File: config.mk
export PLATFORM = sky130hd
export DESIGN_NAME = dmem_bridge
export DESIGN_NICKNAME = d
export VERILOG_FILES = /design/src/rtl/dmem_pkg.sv /design/src/rtl/dmem_lane_align.sv /design/src/rtl/dmem_bridge.sv
export SDC_FILE = /design/constraint.sdc
export NUM_CORES = 1
export LEC_CHECK = 0
export CAP_MARGIN = 40
export CORE_UTILIZATION = 35
export DETAILED_ROUTE_END_ITERATION = 7
export HOLD_SLACK_MARGIN = 0.03
export PLACE_DENSITY = 0.78
export SKIP_CTS_REPAIR_TIMING = 1
export SLEW_MARGIN = 20
export SYNTH_ARGS = -nofsm -noshare
export SYNTH_HDL_FRONTEND = slang
export SYNTH_SLANG_ARGS = --single-unit
File: constraint.sdc
create_clock -name clk -period 7.4 [get_ports clk]
set_clock_uncertainty 0.05 [all_clocks]
set_input_delay 1.85 -clock clk [delete_from_list [all_inputs] [get_ports clk]]
set_output_delay 1.85 -clock clk [all_outputs]
set_load 0.05 [all_outputs]
File: src/rtl/dmem_pkg.sv
// Shared types and encodings for the data-side memory bridge.
package dmem_pkg;

  typedef enum logic [1:0] {
    S_IDLE = 2'd0,
    S_ADDR = 2'd1,
    S_DATA = 2'd2,
    S_DONE = 2'd3
  } state_e;

  localparam logic [1:0] SIZE_BYTE = 2'd0;
  localparam logic [1:0] SIZE_HALF = 2'd1;
  localparam logic [1:0] SIZE_WORD = 2'd2;

  localparam logic [3:0] STRB_NONE = 4'b0000;
  localparam logic [3:0] STRB_BYTE = 4'b0001;
  localparam logic [3:0] STRB_HALF = 4'b0011;
  localparam logic [3:0] STRB_WORD = 4'b1111;

  // Size 3 is reserved and behaves like a word access.
  function automatic logic misaligned(input logic [1:0] size, input logic [1:0] off);
    case (size)
      SIZE_BYTE: return 1'b0;
      SIZE_HALF: return off[0];
      default:   return off != 2'b00;
    endcase
  endfunction

endpackage

File: src/rtl/dmem_lane_align.sv
// Combinational lane alignment: shifts store strobes to the byte offset and
// replicates store data across lanes according to access size.
module dmem_lane_align
  import dmem_pkg::*;
(
  input  logic [3:0]  wen_i,
  input  logic [1:0]  size_i,
  input  logic [1:0]  off_i,
  input  logic [31:0] wdata_i,
  output logic [3:0]  wstrb_o,
  output logic [31:0] wdata_o
);

  // Lanes shifted past bit 3 fall off; misaligned stores keep only what fits.
  assign wstrb_o = wen_i << off_i;

  always_comb begin
    wdata_o = wdata_i;
    case (size_i)
      SIZE_BYTE: wdata_o = {4{wdata_i[7:0]}};
      SIZE_HALF: wdata_o = {2{wdata_i[15:0]}};
      default:   wdata_o = wdata_i;
    endcase
  end

endmodule

File: src/rtl/dmem_bridge.sv
// M-stage data memory bridge: one bus access per instruction, stall while in flight.
// Optional misalignment trap enabled by defining DMEM_ADDR_CHECK_EN.
module dmem_bridge
  import dmem_pkg::*;
(
  input  logic        clk,
  input  logic        rst,
  input  logic        mem_en,
  input  logic [3:0]  mem_wen,
  input  logic [1:0]  mem_size,
  input  logic [31:0] mem_addr,
  input  logic [31:0] mem_wdata,
  input  logic        pipe_stall,
  output logic [31:0] mem_rdata,
  output logic        stall_req,
  output logic        data_req,
  output logic        data_wr,
  output logic [1:0]  data_size,
  output logic [31:0] data_addr,
  output logic [3:0]  data_wstrb,
  output logic [31:0] data_wdata,
  input  logic        data_addr_ok,
  input  logic        data_data_ok,
  input  logic [31:0] data_rdata,
  output logic        addr_err
);

  state_e      state_q, state_d;
  logic        flush_q, flush_d;
  logic [31:0] rdata_q, rdata_d;
  logic [1:0]  size_q;
  logic [31:0] addr_q;
  logic [3:0]  wstrb_q;
  logic [31:0] wdata_q;
  logic        wr_q;
  logic [3:0]  al_wstrb;
  logic [31:0] al_wdata;
  logic        misal;
  logic        start;
  logic        kill;

  dmem_lane_align u_align (
    .wen_i   (mem_wen),
    .size_i  (mem_size),
    .off_i   (mem_addr[1:0]),
    .wdata_i (mem_wdata),
    .wstrb_o (al_wstrb),
    .wdata_o (al_wdata)
  );

`ifdef DMEM_ADDR_CHECK_EN
  assign misal = misaligned(mem_size, mem_addr[1:0]);
`else
  assign misal = 1'b0;
`endif

  assign start    = (state_q == S_IDLE) && mem_en && !misal;
  assign addr_err = (state_q == S_IDLE) && mem_en && misal;
  // A dropped mem_en means the instruction was flushed; the bus beat still completes.
  assign kill     = flush_q || !mem_en;

  always_comb begin
    state_d   = state_q;
    flush_d   = flush_q;
    rdata_d   = rdata_q;
    stall_req = 1'b0;
    case (state_q)
      S_IDLE: begin
        stall_req = start;
        if (start) begin
          state_d = S_ADDR;
          flush_d = 1'b0;
        end
      end
      S_ADDR: begin
        stall_req = 1'b1;
        if (!mem_en)      flush_d = 1'b1;
        if (data_addr_ok) state_d = S_DATA;
      end
      S_DATA: begin
        stall_req = 1'b1;
        if (!mem_en) flush_d = 1'b1;
        if (data_data_ok) begin
          state_d = S_DONE;
          if (!wr_q && !kill) rdata_d = data_rdata;
        end
      end
      S_DONE: begin
        if (flush_q || !pipe_stall) state_d = S_IDLE;
      end
      default: state_d = S_IDLE;
    endcase
  end

  always_ff @(posedge clk or posedge rst) begin
    if (rst) begin
      state_q <= S_IDLE;
      flush_q <= 1'b0;
      rdata_q <= '0;
      size_q  <= '0;
      addr_q  <= '0;
      wstrb_q <= STRB_NONE;
      wdata_q <= '0;
      wr_q    <= 1'b0;
    end else begin
      state_q <= state_d;
      flush_q <= flush_d;
      rdata_q <= rdata_d;
      if (start) begin
        size_q  <= mem_size;
        addr_q  <= mem_addr;
        wstrb_q <= al_wstrb;
        wdata_q <= al_wdata;
        wr_q    <= |mem_wen;
      end
    end
  end

  assign data_req   = (state_q == S_ADDR);
  assign data_wr    = wr_q;
  assign data_size  = size_q;
  assign data_addr  = addr_q;
  assign data_wstrb = wstrb_q;
  assign data_wdata = wdata_q;
  assign mem_rdata  = rdata_q;

endmodule

# Yosys cells after proc, flatten, opt, wreduce, memory -nomap -nowiden
# Cells that the tools add are included.
[totals]
reg_bits = 106
input_bits = 108
[classes]
eq_ne = 9
shifts = 1
mux = 10
n_reduce_logical = 16
[op_table]
columns = ["op", "count"]
rows = [
  ["case mux 32 bit (2 select lines)", 1],
  ["2-to-1 mux 2 bit", 4],
  ["!= test 2 bit, second input constant", 4],
  ["case mux 2 bit (4 select lines)", 1],
  ["AND reduction 3 bit", 2],
  ["== test 2 x 1 -> 1 bit, second input constant", 2],
  ["== test 2 bit, second input constant", 2],
  ["logical NOT 1 bit", 4],
  ["logical NOT 2 bit", 2],
  ["case mux 1 bit (2 select lines)", 2],
  ["AND reduction 4 bit", 1],
  ["OR reduction 4 bit", 1],
  ["left shift 4 x 2 -> 4 bit", 1],
  ["logical AND 1 bit", 2],
  ["logical OR 1 bit", 2],
  ["2-to-1 mux 1 bit", 2],
  ["!= test 2 x 1 -> 1 bit, second input constant", 1],
  ["nonzero test 2 bit", 1],
  ["OR reduction 2 bit", 1],
]

# Depth between registers and ports, before layout
# Gate-level depths: netlist of run 1.
[logic_depth]
depth_word = 5
ltp_mapped = 6
depth_no_buf = 5

# Cells and area by module
# From an unflattened synthesis of run 1, not the netlist that was laid out.
[hier_totals]
cells_unflattened = 311
hier_area_um2 = 4730.8
[by_module_without_submodules]
columns = ["mod", "instances", "cells_per_inst", "area_per_inst_um2"]
rows = [
  ["dmem_bridge", 1, 250, 4205.3],
  ["dmem_lane_align", 1, 61, 525.5],
]

# Least setup slack after synthesis of run 1
# Ideal clock, no wire load.
[synth_timing]
path_type = "input to output"
from = "input mem_en"
to = "output stall_req"
arrival_time_ns = 2.548
t_required_ns = 5.500
slack_ns = 2.952
stages = 2
path_buffers = 0
cell_sequence = "a21oi_1 -> nor2_1"
[synth_via]
elab_chain_cells = 2
[synth_rtl]
columns = ["element", "line", "source"]
rows = [
  ["start: declaration", "dmem_bridge.sv:8", "input logic mem_en,"],
  ["logical AND 1 bit", "n/a", ""],
  ["case mux 1 bit (2 select lines)", "dmem_bridge.sv:67", "case (state_q)"],
  ["end: declaration", "dmem_bridge.sv:15", "output logic stall_req,"],
]
# Every way passes these cells.

# Worst setup path after layout of run 1
# Ends and elaborated chain as after synthesis.

==> qor.yml, run 1 <==
outcome:
  run_status: "complete, no violations"
cts:
  clk_pin_slew_ns: 0.07
  numClockSinks: 106
  cts_root_buf: "sky130_fd_sc_hd__clkbuf_16"
  clock_tree.htree_level_count: 3
  clock_latency_ns: 0.34
  numCtsBuffers: 9
  tritoncts_clock_tree: "done"
  clockBufferDepth: 2
die:
  placeableCoreArea_sq_um: 12700
  floorplan.initialDensity: 0.361
  die_w_um: 116
  design.die.area_sq_um: 13500
  pin_count: 214
  placementRows: 41
  die_height_um: 116
synthesis:
  post_synth_top_area_cell: "sky130_fd_sc_hd__dfrtp_1"
  post_synth_main_area_contributors: "sky130_fd_sc_hd__dfrtp_1, sky130_fd_sc_hd__mux2_2, sky130_fd_sc_hd__mux2_4, sky130_fd_sc_hd__mux2i_1, sky130_fd_sc_hd__o21ai_0"
  seq_area_frac_synth: 0.581
  synthDistinctLibCells: 28
  syn_nets: 436
  synth_top_area_frac: 0.581
  post_synthesis_cell_area_sq_um: 4570
  yosysWarningCount: 0
  yosys_register_bits: 106
  syn_area_per_cell_sq_um: 14.2
  postSynthCellCount: 322
timing:
  final_max_slew_viol_count: 0
  period_minus_slack_ns: 5.37
  hold_violations: 0
  rsz0062_at_grt: "false"
  setup_viol: 0
  tightestPinTransition_ns: 0.724
  min_period_over_period: 0.726
  hold_slack_ns: 0.431
  slew-limit-headroom: 0.518
  setup_slack_ns: 2.03
  tns_ns: 0
  timing.fmax_ghz: 0.186
grt:
  globalRouteOverflowTotal: 0
  grt_pass1_wl_um: 17700
  gr-usage-all-layers: 0.173
  grt_pass1_vias: 3501
  grt_start_max_net_pins: 57
  grt_antenna_before_repair: 0
route:
  postRouteWirelength_um: 11400
  ant_nets: 0
  drc_violations_left: 0
  drt_first_pass_iters: 4
  drt-initial-drc-count: 123
  wl_per_cell_um: 16.1
  dr_total_vias: 3313
  avgViaCountPerCell: 4.67
layout:
  multi_input_area_sq_um: 1800
  final_util: 0.574
  sequential_cell_area_sq_um: 2650
  antenna_diode_count: 0
  areaGrowthSynthToFinish_pct: 59.2
  filler_cell_count: 1041
  drive_gt1_frac: 0.201
  finalNetCount: 646
job:
  timing.max_cap.violations: 0
worst_setup_path:
  critical_path.startpoint_type: "input port"
  path_class: "input port to output port"
  crit_path_capture_type: "output port"
  critPathSlowestCell: "sky130_fd_sc_hd__clkdlybuf4s50_1"
  worst_r2r_path_depth: 5
  cp_common_cell: "sky130_fd_sc_hd__clkdlybuf4s50_1"
  critPathRequiredTime_ns: 5.50
  delay_of_the_slowest_cell_on_the_worst_path_ns: 0.81
  series_of_cell_instances_along_the_critical_path: "clkdlybuf4s50_1 > a21oi_1 > nor2_1 > clkdlybuf4s50_1"
  worstPathMaxFanout: 5
  worst_ep_arrival_time_ns: 3.47
pwr:
  leakagePower_nw: 3.26
  pd_cells_nw_per_um2: 519
  ir_drop_v: 0.000308
hold_path:
  min_path_cells: 2
  worstHoldPathType: "flip-flop to flip-flop"
place:
  globalplace.congestion: 0.794
  place.detailed.hpwl_um: 8690
  placement.setup.worst_slack_ns: 2.02
  port-buffer-count: 212
## metal layers
metal	GRT usage	share of wire	vias to the layer above
li1	-	-	1547
met1	0.186	0.40	1614
met2	0.307	0.50	142
met3	0.0784	0.096	10
met4	0.0496	0.013	0
met5	0	0	-
## logic make-up (layout without fill, tap and decap cells)
group	Yosys count	after routing	share of synthesized area
buf+inv	22	237	0.0260
other cells	1	1	0.000821
simple gates	41	41	0.0430
flops	106	106	0.581
mux	112	112	0.293
compound gates	34	34	0.0400
fa+ha+maj	6	6	0.0164
## layout make-up
| class | count | area share |
|---|---|---|
| clock buffer | 10 | 0.0329 |
| multi-input combinational | 194 | 0.248 |
| tap | 172 | 0.0296 |
| sequential | 106 | 0.365 |
| inverter | 5 | 0.00292 |
| timing repair buffer | 216 | 0.303 |
| clock inverter | 6 | 0.0188 |
## cell usage after synthesis
cell type / n
sky130_fd_sc_hd__clkbuf_1: 5
sky130_fd_sc_hd__nand2_1: 29
sky130_fd_sc_hd__inv_1: 5
sky130_fd_sc_hd__and4bb_1: 1
sky130_fd_sc_hd__o21ai_1: 2
sky130_fd_sc_hd__nor2_4: 1
sky130_fd_sc_hd__nand2_2: 1
sky130_fd_sc_hd__o31ai_1: 1
sky130_fd_sc_hd__ha_1: 6
sky130_fd_sc_hd__o22ai_1: 1
sky130_fd_sc_hd__mux2_2: 54
sky130_fd_sc_hd__and4_1: 1
sky130_fd_sc_hd__nand3_1: 1
sky130_fd_sc_hd__nor4_1: 1
sky130_fd_sc_hd__buf_4: 1
sky130_fd_sc_hd__nor2_1: 1
sky130_fd_sc_hd__a21oi_1: 2
sky130_fd_sc_hd__dfrtp_1: 106
sky130_fd_sc_hd__conb_1: 1
sky130_fd_sc_hd__o41ai_1: 1
sky130_fd_sc_hd__buf_2: 8
sky130_fd_sc_hd__o21ai_0: 26
sky130_fd_sc_hd__mux2i_1: 28
sky130_fd_sc_hd__nand3b_1: 2
sky130_fd_sc_hd__nand2b_1: 3
sky130_fd_sc_hd__mux2_4: 30
sky130_fd_sc_hd__o32a_1: 1
sky130_fd_sc_hd__buf_6: 3
## worst paths after layout
| check | start | to | slack [ns] |
|---|---|---|---|
| max reg2reg | state_q[0] | data_wdata[2] | 5.33 |
| min | data_wdata[20] | data_wdata[20] | 0.43 |
| max in group asynchronous | rst | data_addr[14] | 4.21 |
| max | mem_en | stall_req | 2.03 |
| min reg2reg | data_wdata[20] | data_wdata[20] | 0.43 |
| min in group asynchronous | rst | data_wdata[16] | 1.89 |
## stage by stage
stage / cells / instance area, sq um / power, W
floorplan: 322 / 4570 / 0.00245
global placement: 690 / 6820 / 0.00316
detailed placement: 693 / 6900 / 0.00321
CTS: 709 / 7270 / 0.00382
global route: 709 / 7270 / 0.00395
finish: 709 / 7270 / 0.00378
## placed cells by master (no fill, tap or decap), types with 4 or more instances in the layout
cell	netlist	final
sky130_fd_sc_hd__clkdlybuf4s50_1	0	212
sky130_fd_sc_hd__dfrtp_1	106	106
sky130_fd_sc_hd__mux2_2	54	54
sky130_fd_sc_hd__mux2_4	30	30
sky130_fd_sc_hd__mux2i_1	28	28
sky130_fd_sc_hd__nand2_1	29	28
sky130_fd_sc_hd__o21ai_0	26	26
sky130_fd_sc_hd__clkbuf_16	0	9
sky130_fd_sc_hd__ha_1	6	6
sky130_fd_sc_hd__inv_1	5	4
sky130_fd_sc_hd__bufinv_16	0	4
## flip-flops by register name (all words and copies together) (netlist names)
name        flops
data_wstrb      4
data_wdata     32
data_addr      32
mem_rdata      32
state_q         2
data_size       2
data_wr         1
flush_q         1
## critical path: cells and delay by family
| kind | cells | cell delay [ns] |
|---|---|---|
| buffers and inverters | 2 | 1.40 |
| AOI/OAI and AO/OA | 1 | 0.11 |
| and+or+nand+nor | 1 | 0.11 |
## where the power goes
group	switching, W	internal (W)	leakage (nW)	total [W]
Combinational	0.00135	0.000817	1.75	0.00217
Clock	0.000212	0.000375	0.179	0.000587
Sequential	0.000153	0.000863	1.32	0.00102
Total	0.00172	0.00206	3.26	0.00378
Power figures use the tool's default switching activity.
==> inputs of run 2 (changes only) <==
--- a/config.mk
+++ b/config.mk
@@ -9,7 +9,7 @@
 export CORE_UTILIZATION = 35
 export DETAILED_ROUTE_END_ITERATION = 7
 export HOLD_SLACK_MARGIN = 0.03
-export PLACE_DENSITY = 0.78
+export PLACE_DENSITY = 0.81
 export SKIP_CTS_REPAIR_TIMING = 1
 export SLEW_MARGIN = 20
 export SYNTH_ARGS = -nofsm -noshare
==> constraint.sdc (replaced) <==
create_clock -name clk -period 4.37 [get_ports clk]
set_clock_uncertainty 0.05 [all_clocks]
set_input_delay 1.0925 -clock clk [delete_from_list [all_inputs] [get_ports clk]]
set_output_delay 1.0925 -clock clk [all_outputs]
set_load 0.05 [all_outputs]
==> qor.yml, run 2 (synthesis results as in run 1) <==
outcome:
  run_status: "complete, no violations"
cts:
  clock_tree.htree_level_count: 3  # unchanged
  clk_pin_slew_ns: 0.07  # about the same
  numClockSinks: 106  # unchanged
  tritoncts_clock_tree: "done"
  clock_latency_ns: 0.35  # about the same
  numCtsBuffers: 9  # unchanged
  clockBufferDepth: 2  # unchanged
  cts_root_buf: "sky130_fd_sc_hd__clkbuf_16"
grt:
  gr-usage-all-layers: 0.178  # +0.00430
  grt_pass1_wl_um: 18100  # +2.1%
  grt_start_max_net_pins: 60  # +5.3%
  globalRouteOverflowTotal: 0  # unchanged
  grt_pass1_vias: 3612  # +3.2%
  grt_antenna_before_repair: 0  # unchanged
die:
  pin_count: 214  # unchanged
  placementRows: 41  # unchanged
  floorplan.initialDensity: 0.361  # unchanged
  die_w_um: 116  # unchanged
  placeableCoreArea_sq_um: 12700  # unchanged
  design.die.area_sq_um: 13500  # unchanged
  die_height_um: 116  # unchanged
worst_setup_path:
  crit_path_capture_type: "output port"
  worst_ep_arrival_time_ns: 2.69  # -0.78 ns
  series_of_cell_instances_along_the_critical_path: "clkdlybuf4s50_1 > a21oi_1 > nor2_1 > clkdlybuf4s50_1"
  buffers_and_inverters_on_the_worst_path: 2  # unchanged
  cp_common_cell: "sky130_fd_sc_hd__clkdlybuf4s50_1"
  critPathRequiredTime_ns: 3.23  # -2.27 ns
  critical_path.startpoint_type: "input port"
  critPathSlowestCell: "sky130_fd_sc_hd__clkdlybuf4s50_1"
  delay_of_the_slowest_cell_on_the_worst_path_ns: 0.80  # about the same
  path_class: "input port to output port"
  setup.reg_to_reg.worst_slack_ns: 2.32  # -3.01 ns
  worst_path_dominant_cell_family: "buffers and inverters"
  worstPathMaxFanout: 5  # unchanged
layout:
  fin_cells: 710  # +0.14%
  antenna_diode_count: 0  # unchanged
  drive_gt1_frac: 0.203  # +0.00148
  final_util: 0.570  # -0.00444
  areaGrowthSynthToFinish_pct: 58.0
  mostFrequentLayoutCell: "sky130_fd_sc_hd__clkdlybuf4s50_1"
  most-common-layout-cells: "sky130_fd_sc_hd__clkdlybuf4s50_1, sky130_fd_sc_hd__dfrtp_1, sky130_fd_sc_hd__mux2_2"
  finalNetCount: 647  # +0.15%
job:
  timing.max_cap.violations: 0  # unchanged
timing:
  period_minus_slack_ns: 3.84
  tns_ns: 0  # unchanged
  rsz0062_at_grt: "false"
  slew-limit-headroom: 0.568  # +0.0499
  tightestPinTransition_ns: 0.646  # -0.0772 ns
  setup_viol: 0  # unchanged
  hold_violations: 0  # unchanged
  min_period_over_period: 0.878
  timing.fmax_ghz: 0.261
  final_max_slew_viol_count: 0  # unchanged
place:
  port-buffer-count: 212  # unchanged
  place.detailed.hpwl_um: 8820  # +1.5%
  numPlacedInstances: 694  # +0.14%
  globalplace.congestion: 0.796  # +0.19%
pwr:
  leakagePower_nw: 3.23  # -0.70%
  internal-power_w: 0.00335  # +63%
  power.switching_fraction: 0.467  # +0.0114
  clock_power_share: 0.139  # -0.017
  finalPower_w: 0.00629  # +67%
  sequentialPowerShare: 0.274  # +0.005
  share_comb_of_total_power: 0.587  # +0.012
  pd_cells_nw_per_um2: 872  # +68%
  power_switching_w: 0.00294  # +71%
  ir_drop_v: 0.000512  # +66%
route:
  drt-initial-drc-count: 137  # +11%
  dr_total_vias: 3337  # +0.72%
  drt_first_pass_iters: 4  # unchanged
  drc_violations_left: 0  # unchanged
  postRouteWirelength_um: 11700  # +2.5%
  wl_per_cell_um: 16.5  # +2.4%
  avgViaCountPerCell: 4.70  # +0.58%
  ant_nets: 0  # unchanged
hold_path:
  worstHoldPathType: "flip-flop to flip-flop"
[run 2: cell count changes in the layout (fill, tap and decap cells not counted)]
cell	change
sky130_fd_sc_hd__buf_4	+2
sky130_fd_sc_hd__buf_12	-1
sky130_fd_sc_hd__bufinv_16	-2
sky130_fd_sc_hd__clkinv_4	+1
sky130_fd_sc_hd__clkinv_2	+1
sky130_fd_sc_hd__clkbuf_8	-1
sky130_fd_sc_hd__inv_6	+1
[run 2: worst register-to-register path, stage by stage, from the launching register on]
cell and delay [ns]:
sky130_fd_sc_hd__dfrtp_1 0.42, sky130_fd_sc_hd__inv_1 0.11, sky130_fd_sc_hd__ha_1 0.27, sky130_fd_sc_hd__nand2_2 0.51, sky130_fd_sc_hd__buf_16 0.24, sky130_fd_sc_hd__mux2_2 0.35
[run 2: layer usage]
metal,up-vias,share of wire,GRT usage
met5,-,0,0
met4,0,0.011,0.0632
met3,9,0.095,0.0732
met2,144,0.51,0.320
met1,1635,0.38,0.185
li1,1549,-,-
[run 2: final timing paths]
kind	startpoint	to	cells after the start
worst min register to register	data_wdata[23]	data_wdata[23]	2
max in group asynchronous	rst	data_wdata[13]	3
worst max register to register	state_q[0]	mem_rdata[30]	5
worst max-delay path	mem_en	stall_req	4
min in group asynchronous	rst	data_addr[22]	2
worst min-delay path	data_wdata[23]	data_wdata[23]	2
[run 2: layout make-up]
| type | instances | area (sq um) |
|---|---|---|
| Timing Repair Buffer | 217 | 2200 |
| Multi-Input combinational cell | 194 | 1800 |
| Clock buffer | 9 | 225 |
| Tap cell | 172 | 215 |
| Inverter | 5 | 21.3 |
| Clock inverter | 7 | 98.8 |
| Fill cell | 1006 | 5450 |
| Sequential cell | 106 | 2650 |
[run 2: power by group through the flow]
| stage | clock (W) | combinational, W | sequential, W |
|---|---|---|---|
| final | 0.000876 | 0.00369 | 0.00173 |
| after global routing | 0.000942 | 0.00385 | 0.00179 |
| after detailed placement | 0 | 0.00371 | 0.00174 |
| after floorplan | 0 | 0.000803 | 0.00335 |
| after CTS | 0.000908 | 0.00372 | 0.00173 |
| after global placement | 0 | 0.00364 | 0.00171 |
[run 2: through the flow]
stage	hold WS, ns	area [sq um]	setup slack [ns]
floorplan	0.450	4570	0.439
global placement	0.410	6840	0.573
detailed placement	0.421	6890	0.540
CTS	0.437	7220	0.531
global route	0.452	7220	0.494
finish	0.433	7220	0.534
